--- src/rtl/ps2_scan_decoder.sv ---
// PS/2 keyboard receiver: synchronises the serial stream, validates 11-bit frames,
// buffers good bytes in a FIFO and tracks make/break codes for the current key.
module ps2_scan_decoder #(
  parameter int unsigned FIFO_DEPTH = 8
) (
  input  logic       clk,
  input  logic       clrn,
  input  logic       ps2_clk,
  input  logic       ps2_data,
  output logic [7:0] keybuffer,
  output logic       key_down,
  output logic       key_ext,
  output logic [7:0] press_count,
  output logic       frame_err,
  output logic       overflow
);

  localparam int unsigned AW = $clog2(FIFO_DEPTH);
  localparam int unsigned PW = AW + 1;

  typedef enum logic [1:0] {S_IDLE, S_EXT, S_BRK, S_EXT_BRK} state_t;

  logic [2:0]    clk_sync_q, dat_sync_q;
  logic [3:0]    bit_cnt_q, bit_cnt_d;
  logic [9:0]    shift_q, shift_d;
  logic [PW-1:0] wr_ptr_q, rd_ptr_q;
  logic [7:0]    mem_q [FIFO_DEPTH];
  logic          frame_err_q, frame_err_d;
  logic          overflow_q, overflow_d;
  state_t        state_q, state_d;
  logic [7:0]    keybuffer_q, keybuffer_d;
  logic          key_down_q, key_down_d;
  logic          key_ext_q, key_ext_d;
  logic [7:0]    press_count_q, press_count_d;

  logic       fall_c, bit_c, frame_done_c, frame_ok_c;
  logic       empty_c, full_c, wr_en_c, pop_c;
  logic [7:0] code_c;
  logic       do_make_c, do_brk_c, ext_v_c;

  // Edge detect: oldest sync stage high, next stage low.
  assign fall_c       = clk_sync_q[2] & ~clk_sync_q[1];
  assign bit_c        = dat_sync_q[2];
  assign frame_done_c = fall_c && (bit_cnt_q == 4'd10);
  assign frame_ok_c   = frame_done_c && !shift_q[0] && bit_c && (^shift_q[9:1]);

  assign empty_c = (wr_ptr_q == rd_ptr_q);
  assign full_c  = (wr_ptr_q[AW] != rd_ptr_q[AW]) &&
                   (wr_ptr_q[AW-1:0] == rd_ptr_q[AW-1:0]);
  assign wr_en_c = frame_ok_c && !full_c;
  assign pop_c   = !empty_c;
  assign code_c  = mem_q[rd_ptr_q[AW-1:0]];

  always_comb begin
    bit_cnt_d   = bit_cnt_q;
    shift_d     = shift_q;
    frame_err_d = frame_done_c && !frame_ok_c;
    overflow_d  = overflow_q | (frame_ok_c & full_c);
    if (fall_c) begin
      bit_cnt_d = frame_done_c ? 4'd0 : bit_cnt_q + 4'd1;
      shift_d   = {bit_c, shift_q[9:1]};
    end
  end

  // Make/break decoder: one FIFO byte consumed per cycle.
  always_comb begin
    state_d       = state_q;
    keybuffer_d   = keybuffer_q;
    key_down_d    = key_down_q;
    key_ext_d     = key_ext_q;
    press_count_d = press_count_q;
    do_make_c     = 1'b0;
    do_brk_c      = 1'b0;
    ext_v_c       = 1'b0;
    if (pop_c) begin
      case (state_q)
        S_IDLE: begin
          if (code_c == 8'hE0)      state_d = S_EXT;
          else if (code_c == 8'hF0) state_d = S_BRK;
          else                      do_make_c = 1'b1;
        end
        S_EXT: begin
          if (code_c == 8'hF0)      state_d = S_EXT_BRK;
          else if (code_c != 8'hE0) begin
            do_make_c = 1'b1;
            ext_v_c   = 1'b1;
            state_d   = S_IDLE;
          end
        end
        S_BRK: begin
          if (code_c == 8'hE0) state_d = S_EXT_BRK;
          else begin
            do_brk_c = 1'b1;
            state_d  = S_IDLE;
          end
        end
        default: begin
          do_brk_c = 1'b1;
          ext_v_c  = 1'b1;
          state_d  = S_IDLE;
        end
      endcase
    end
    // A make matching the held key is typematic repeat and changes nothing.
    if (do_make_c && !(key_down_q && keybuffer_q == code_c && key_ext_q == ext_v_c)) begin
      keybuffer_d   = code_c;
      key_ext_d     = ext_v_c;
      key_down_d    = 1'b1;
      press_count_d = press_count_q + 8'd1;
    end
    if (do_brk_c && keybuffer_q == code_c && key_ext_q == ext_v_c) begin
      key_down_d = 1'b0;
    end
  end

  always_ff @(posedge clk or negedge clrn) begin
    if (!clrn) begin
      clk_sync_q    <= 3'b111;
      dat_sync_q    <= 3'b111;
      bit_cnt_q     <= 4'd0;
      shift_q       <= 10'd0;
      wr_ptr_q      <= '0;
      rd_ptr_q      <= '0;
      frame_err_q   <= 1'b0;
      overflow_q    <= 1'b0;
      state_q       <= S_IDLE;
      keybuffer_q   <= 8'd0;
      key_down_q    <= 1'b0;
      key_ext_q     <= 1'b0;
      press_count_q <= 8'd0;
    end else begin
      clk_sync_q    <= {clk_sync_q[1:0], ps2_clk};
      dat_sync_q    <= {dat_sync_q[1:0], ps2_data};
      bit_cnt_q     <= bit_cnt_d;
      shift_q       <= shift_d;
      if (wr_en_c) wr_ptr_q <= wr_ptr_q + PW'(1);
      if (pop_c)   rd_ptr_q <= rd_ptr_q + PW'(1);
      frame_err_q   <= frame_err_d;
      overflow_q    <= overflow_d;
      state_q       <= state_d;
      keybuffer_q   <= keybuffer_d;
      key_down_q    <= key_down_d;
      key_ext_q     <= key_ext_d;
      press_count_q <= press_count_d;
    end
  end

  always_ff @(posedge clk) begin
    if (wr_en_c) mem_q[wr_ptr_q[AW-1:0]] <= shift_q[8:1];
  end

  assign keybuffer   = keybuffer_q;
  assign key_down    = key_down_q;
  assign key_ext     = key_ext_q;
  assign press_count = press_count_q;
  assign frame_err   = frame_err_q;
  assign overflow    = overflow_q;

endmodule
--- config.mk ---
export PLATFORM = sky130hd
export DESIGN_NAME = ps2_scan_decoder
export DESIGN_NICKNAME = d
export VERILOG_FILES = /design/src/rtl/ps2_scan_decoder.sv
export SDC_FILE = /design/constraint.sdc
export NUM_CORES = 1
export LEC_CHECK = 0
export BUFFER_PORTS_ARGS = -buffer_cell sky130_fd_sc_hd__buf_2
export CAP_MARGIN = 20
export CORE_ASPECT_RATIO = 0.7
export CORE_MARGIN = 2
export CORE_UTILIZATION = 47
export DETAILED_ROUTE_END_ITERATION = 10
export PLACE_DENSITY = 0.62
export SYNTH_ARGS = -nofsm -noshare
export SYNTH_HDL_FRONTEND = slang
export SYNTH_SLANG_ARGS = --single-unit
--- constraint.sdc ---
create_clock -name clk -period 3.3 [get_ports clk]
set_input_delay 0.66 -clock clk [delete_from_list [all_inputs] [get_ports clk]]
set_output_delay 0.66 -clock clk [all_outputs]
set_load 0.01 [all_outputs]
# Word level (Yosys, flattened, before mapping)
# Memories as Yosys holds them, arrays and structs flattened.
# Cells that the tools add are included.
# W data, S select, Z words.
[totals]
reg_bits = 50
in_bits = 4
mem_count = 1
mem_bits_rw = 64
[op_classes]
n_reduce_logical = 22
add_sub_neg = 4
mux = 22
bitwise = 5
n_eq_ne = 13
[mem_list]
columns = ["memory", "depth", "width", "read_ports", "rd_ports_with_merged_regs", "wr", "line", "text"]
rows = [
  ["mem_q", 8, 8, 1, 0, 1, "27", "logic [7:0] mem_q [FIFO_DEPTH];"],
]
[ops]
columns = ["operator", "n"]
rows = [
  ["$eq A8 B8 Y1 const B", 2],
  ["$add A4 B1 Y4 const B", 3],
  ["$logic_and A1 B1 Y1", 12],
  ["$mux W1", 12],
  ["$mux W2", 5],
  ["$reduce_xor A9 Y1", 1],
  ["$add A8 B1 Y8 const B", 1],
  ["$eq A8 B8 Y1", 1],
  ["$ne A8 B8 Y1 const B", 1],
  ["$ne A3 B3 Y1 const B", 2],
  ["$pmux W1 S2", 3],
  ["$pmux W2 S3", 1],
  ["$eq A4 B4 Y1", 1],
  ["$eq A4 B4 Y1 const B", 1],
  ["$logic_not A1 Y1", 4],
  ["$mux W4", 1],
  ["$reduce_or A2 Y1", 2],
  ["$eq A3 B3 Y1", 1],
  ["$reduce_and A3 Y1", 1],
  ["$and A1 B1 Y1", 2],
  ["$eq A2 B1 Y1 const B", 1],
  ["$eq A2 B2 Y1 const B", 1],
  ["$logic_not A2 Y1", 1],
  ["$not A1 Y1", 2],
  ["other kinds (4)", 4],
]

# Logic depth before layout (Yosys ltp)
# An unclocked memory read counts as a cell.
[depth]
word_depth = 12
depth_mapped = 10

# Worst setup path before layout
# No wires, ideal clock.
[synth_path]
path_type = "register to register"
startpoint = "register rd_ptr_q[0]"
endpoint = "register keybuffer_q[1] (netlist: keybuffer[1])"
setup_time_ns = 0.125
setup_slack_ns = 0.285
arrival_time_ns = 2.890
path_stages_with_launch = 10
required_time_ns = 3.175
path_buffers = 2
path_cell_list = "dfrtp_1 buf_6 mux4_1 nor2_2 o22ai_1 or4_4 mux2i_4 a31oi_1 buf_6 mux2_4"
[synth_via]
elab_chain_cells = 10
word_cells_on_any_way = 19
cone_classes = "eq/ne (6); mux (8); reduce/logical (4); memory (1)"
[synth_rtl]
columns = ["element", "line", "text"]
rows = [
  ["start: declaration", "26", "logic [PW-1:0] wr_ptr_q, rd_ptr_q;"],
  ["start signal: assignment", "137", "if (pop_c) rd_ptr_q <= rd_ptr_q + PW'(1);"],
  ["$mem_v2 Z8 W8", "-", ""],
  ["$ne A8 B8 Y1", "84", "else if (code_c != 8'hE0) begin"],
  ["$mux W1", "84", ""],
  ["$mux W1", "83", "if (code_c == 8'hF0) state_d = S_EXT_BRK;"],
  ["$pmux W1 S2", "76", "case (state_q)"],
  ["$mux W1", "75", "if (pop_c) begin"],
  ["$eq A1 B1 Y1", "105", "if (do_make_c && !(key_down_q && keybuffer_q == code_c && key_ext_q == ext_v_c)) begin"],
  ["$logic_and A1 B1 Y1", "105", ""],
  ["$logic_not A1 Y1", "105", ""],
  ["$logic_and A1 B1 Y1", "105", ""],
  ["end signal: assignment", "141", "keybuffer_q <= keybuffer_d;"],
  ["end: declaration", "31", "logic [7:0] keybuffer_q, keybuffer_d;"],
]
# Parallel ways exist; a longest one is shown, timed or not.
# A chain may end at the register's enable or synchronous reset.

# Worst setup path after layout
# Same ends and word-level chain as after synthesis.

==> impl_metrics.env <==
export IMPL_fmax_mhz=317.1
export IMPL_die_x_um=126.7
export IMPL_cts_buffers=17
export IMPL_core_area_um2=10320
export IMPL_hold_slack_ns=0.2673
export IMPL_cts_tree="yes"
export IMPL_worstPathArrival_ns=3.44
export IMPL_die_area_um2=11390
export IMPL_synthCells=344
export IMPL_synth_edf_count=64
export IMPL_status="complete, no violations"
export IMPL_drive_above_1_share_pct=27.51
export IMPL_reg2reg_to="keybuffer[1]"
export IMPL_areaGrowthSynthToFinish_pct=21.06
export IMPL_first_pass_iters=4
export IMPL_tightest_slew_ns=0.6269
export IMPL_startpoint_type="flip-flop"
export IMPL_cts_max_level=4
export IMPL_ant_nets=0
export IMPL_die_y_um=89.91
export IMPL_r2r_start="rd_ptr_q[0]"
export IMPL_cp_startpoint="rd_ptr_q[0]"
export IMPL_fin_util_pct=58.14
export IMPL_most_common_layout_cells="edfxtp_1 (64), nand2_1 (49), dfrtp_1 (43)"
export IMPL_finalHoldViolCount=0
export IMPL_cap_violations=0
export IMPL_num_vias=2955
export IMPL_max_stage_delay_ns=0.58
export IMPL_rsz0062_at_grt="false"
export IMPL_dp_hpwl_mm=6.473
export IMPL_place_gp_congestion=0.8297
export IMPL_clkLatencyLatePin_ns=0.41
export IMPL_grt_pass1_vias=2833
export IMPL_grt_max_degree=27
export IMPL_path_max_fanout=10
export IMPL_clkTransAtPathRegs_ns=0.05
export IMPL_fin_tns_setup_ns=0
export IMPL_clockBufferDepth=2
export IMPL_wl_per_cell_um=17.37
export IMPL_num_rows=31
export IMPL_ys_warn_count=0
export IMPL_detailedPlace_worstSlack_ns=0.09614
export IMPL_overflow=0
export IMPL_drv_slew=0
export IMPL_worstPathRequired_ns=3.59
export IMPL_syn_area_um2=4955
export IMPL_async_reset_ff_share_pct=43.86
export IMPL_ys_seq_area_share_pct=64.19
export IMPL_postCtsHoldBufs=0
export IMPL_clockRootBuffer="clkbuf_16"
export IMPL_skew_ns=0.005790
export IMPL_port_buffers=23
export IMPL_antenna_found_initial=0
export IMPL_synthesis_nets=353
export IMPL_drc=0
export IMPL_fill_cells=830
export IMPL_worst_slack_ns=0.1467
export IMPL_worstSetupPathType="reg -> reg"
export IMPL_post_route_period_util_pct=95.55
export IMPL_relSlewSlack_pct=58.21
export IMPL_start_util_pct=48.02
export IMPL_track_usage_pct=18.20
export IMPL_reg2reg_slack_ns=0.15
export IMPL_peakVddDrop_v=0.0004605
export IMPL_reg2regPathDepth=9
export IMPL_wl_mm=9.556
export IMPL_synth_seq_cells=114
export IMPL_clock_sinks=114
export IMPL_powerDensity_nw_per_um2=901.7
export IMPL_ys_types=49
export IMPL_fin_nets=414
export IMPL_vias_per_cell=5.373
export IMPL_hp_class="in -> async"
export IMPL_slowest_stage="mux4_1"
export IMPL_setup_worst_path_end_class="flip-flop"
export IMPL_setup_violations=0
export IMPL_diodes=0
export IMPL_final_common_cell="edfxtp_1"
export IMPL_io_pins=24
export IMPL_syn_avg_cell_area_um2=14.40
export IMPL_leakagePower_nw=2.472
export IMPL_min_period_ns=3.153
export IMPL_ys_flop_type="edfxtp_1"
export IMPL_grt_pass1_wl_mm=15.52
export IMPL_first_iter_violations=245
export IMPL_worstPathCellList="buf_12 > mux4_1 > mux2i_2 > nand4bb_1 > or4_4 > mux2i_4 > a31oi_2 > buf_4 > mux2_4"
through the flow:
stage                     cells  total power (W)  cell area (um2)
final                       550         0.005409             5998
after global routing        550         0.005718             5998
after CTS                   548         0.005395             5942
after detailed placement    516         0.003675             5388
after global placement      516         0.003646             5388
after floorplan             344         0.003139             4955
cell type report:
class	instances	area [um2]	area share (%)
Multi-Input combinational cell	212	1688	28.14
Timing Repair Buffer	53	382.9	6.383
Clock buffer	19	442.9	7.384
Clock inverter	13	111.4	1.856
Tap cell	132	165.2	2.753
Inverter	7	26.28	0.4380
Sequential cell	114	3182	53.05
cells by family (layout without fill, tap and decap cells):
family / after synthesis / after routing / synth area share (%)
DFF: 114 / 114 / 64.19
and+or+nand+nor: 107 / 107 / 10.40
muxes: 38 / 38 / 12.37
AOI/OAI and AO/OA: 35 / 35 / 4.773
xor gates and xnor gates: 27 / 27 / 5.051
buffers and inverters: 18 / 92 / 1.944
adders and majority gates: 5 / 5 / 1.263
registers in the layout, indices dropped and copies added (netlist names):
| register | flops |
|---|---|
| bit_cnt_q | 4 |
| clk_sync_q | 3 |
| dat_sync_q | 3 |
| frame_err | 1 |
| key_down | 1 |
| key_ext | 1 |
| keybuffer | 8 |
| mem_q | 64 |
| overflow | 1 |
| press_count | 8 |
| rd_ptr_q | 4 |
| shift_q | 10 |
| state_q | 2 |
| wr_ptr_q | 4 |
what timing repair did:
item | in CTS | in global routing
gates resized for setup | 0 | 3
setup endpoints to repair | 0 | 4
setup buffers | 0 | 1
endpoints found under the hold margin | 0 | 0
synthesized netlist by cell type, types with 4 or more instances:
master,n,area (um2)
nand3_1,8,40.04
xnor2_1,15,131.4
o21ai_0,10,50.05
mux4_1,6,157.7
mux2i_1,11,110.1
edfxtp_1,64,1922
dfrtp_1,44,1101
xor2_1,11,96.34
nor3_1,5,25.02
clkbuf_1,5,18.77
mux4_2,7,157.7
nand2_1,49,183.9
a311oi_1,4,35.03
ha_1,5,62.56
inv_1,7,26.28
nand2b_1,6,37.54
or3_1,7,43.79
nand4_1,4,25.02
o31ai_1,4,30.03
mux2_2,6,67.56
dfstp_2,6,157.7
mux2_4,5,75.07
nor2_1,13,48.80
where the power goes:
| part | internal [W] | switching (W) |
|---|---|---|
| Clock | 0.00105 | 0.000639 |
| Sequential | 0.00174 | 0.000275 |
| Combinational | 0.000909 | 0.000797 |
worst max-delay path by stage:
stage / endpoint / slack, ns / depth (start not counted)
2_1_floorplan: keybuffer[1] / 0.29 / 9
3_3_place_gp: keybuffer[2] / 0.19 / 9
3_5_place_dp: keybuffer[4] / 0.1 / 9
4_1_cts: keybuffer[1] / 0.06 / 9
5_1_grt: press_count[1] / 0.006 / 9
6_report: keybuffer[1] / 0.15 / 9
worst max-delay path, delay by kind of cell, from the launching register on:
kind / cells / cell delay (ns)
AO/OA/AOI/OAI: 1 / 0.22
buffers and inverters: 2 / 0.37
flip-flops: 1 / 0.43
multiplexers: 4 / 1.33
AND/OR/NAND/NOR: 2 / 0.67
metal layers:
metal  vias up  GRT usage [%]  part of all wire (%)
li1       1410              -                     -
met4         0          5.311                   1.6
met3        16          6.845                   4.2
met1      1469          27.04                    50
met2        60          25.09                    44
met5         -              0                     0
Note: power is estimated with default switching activity, not from simulation.
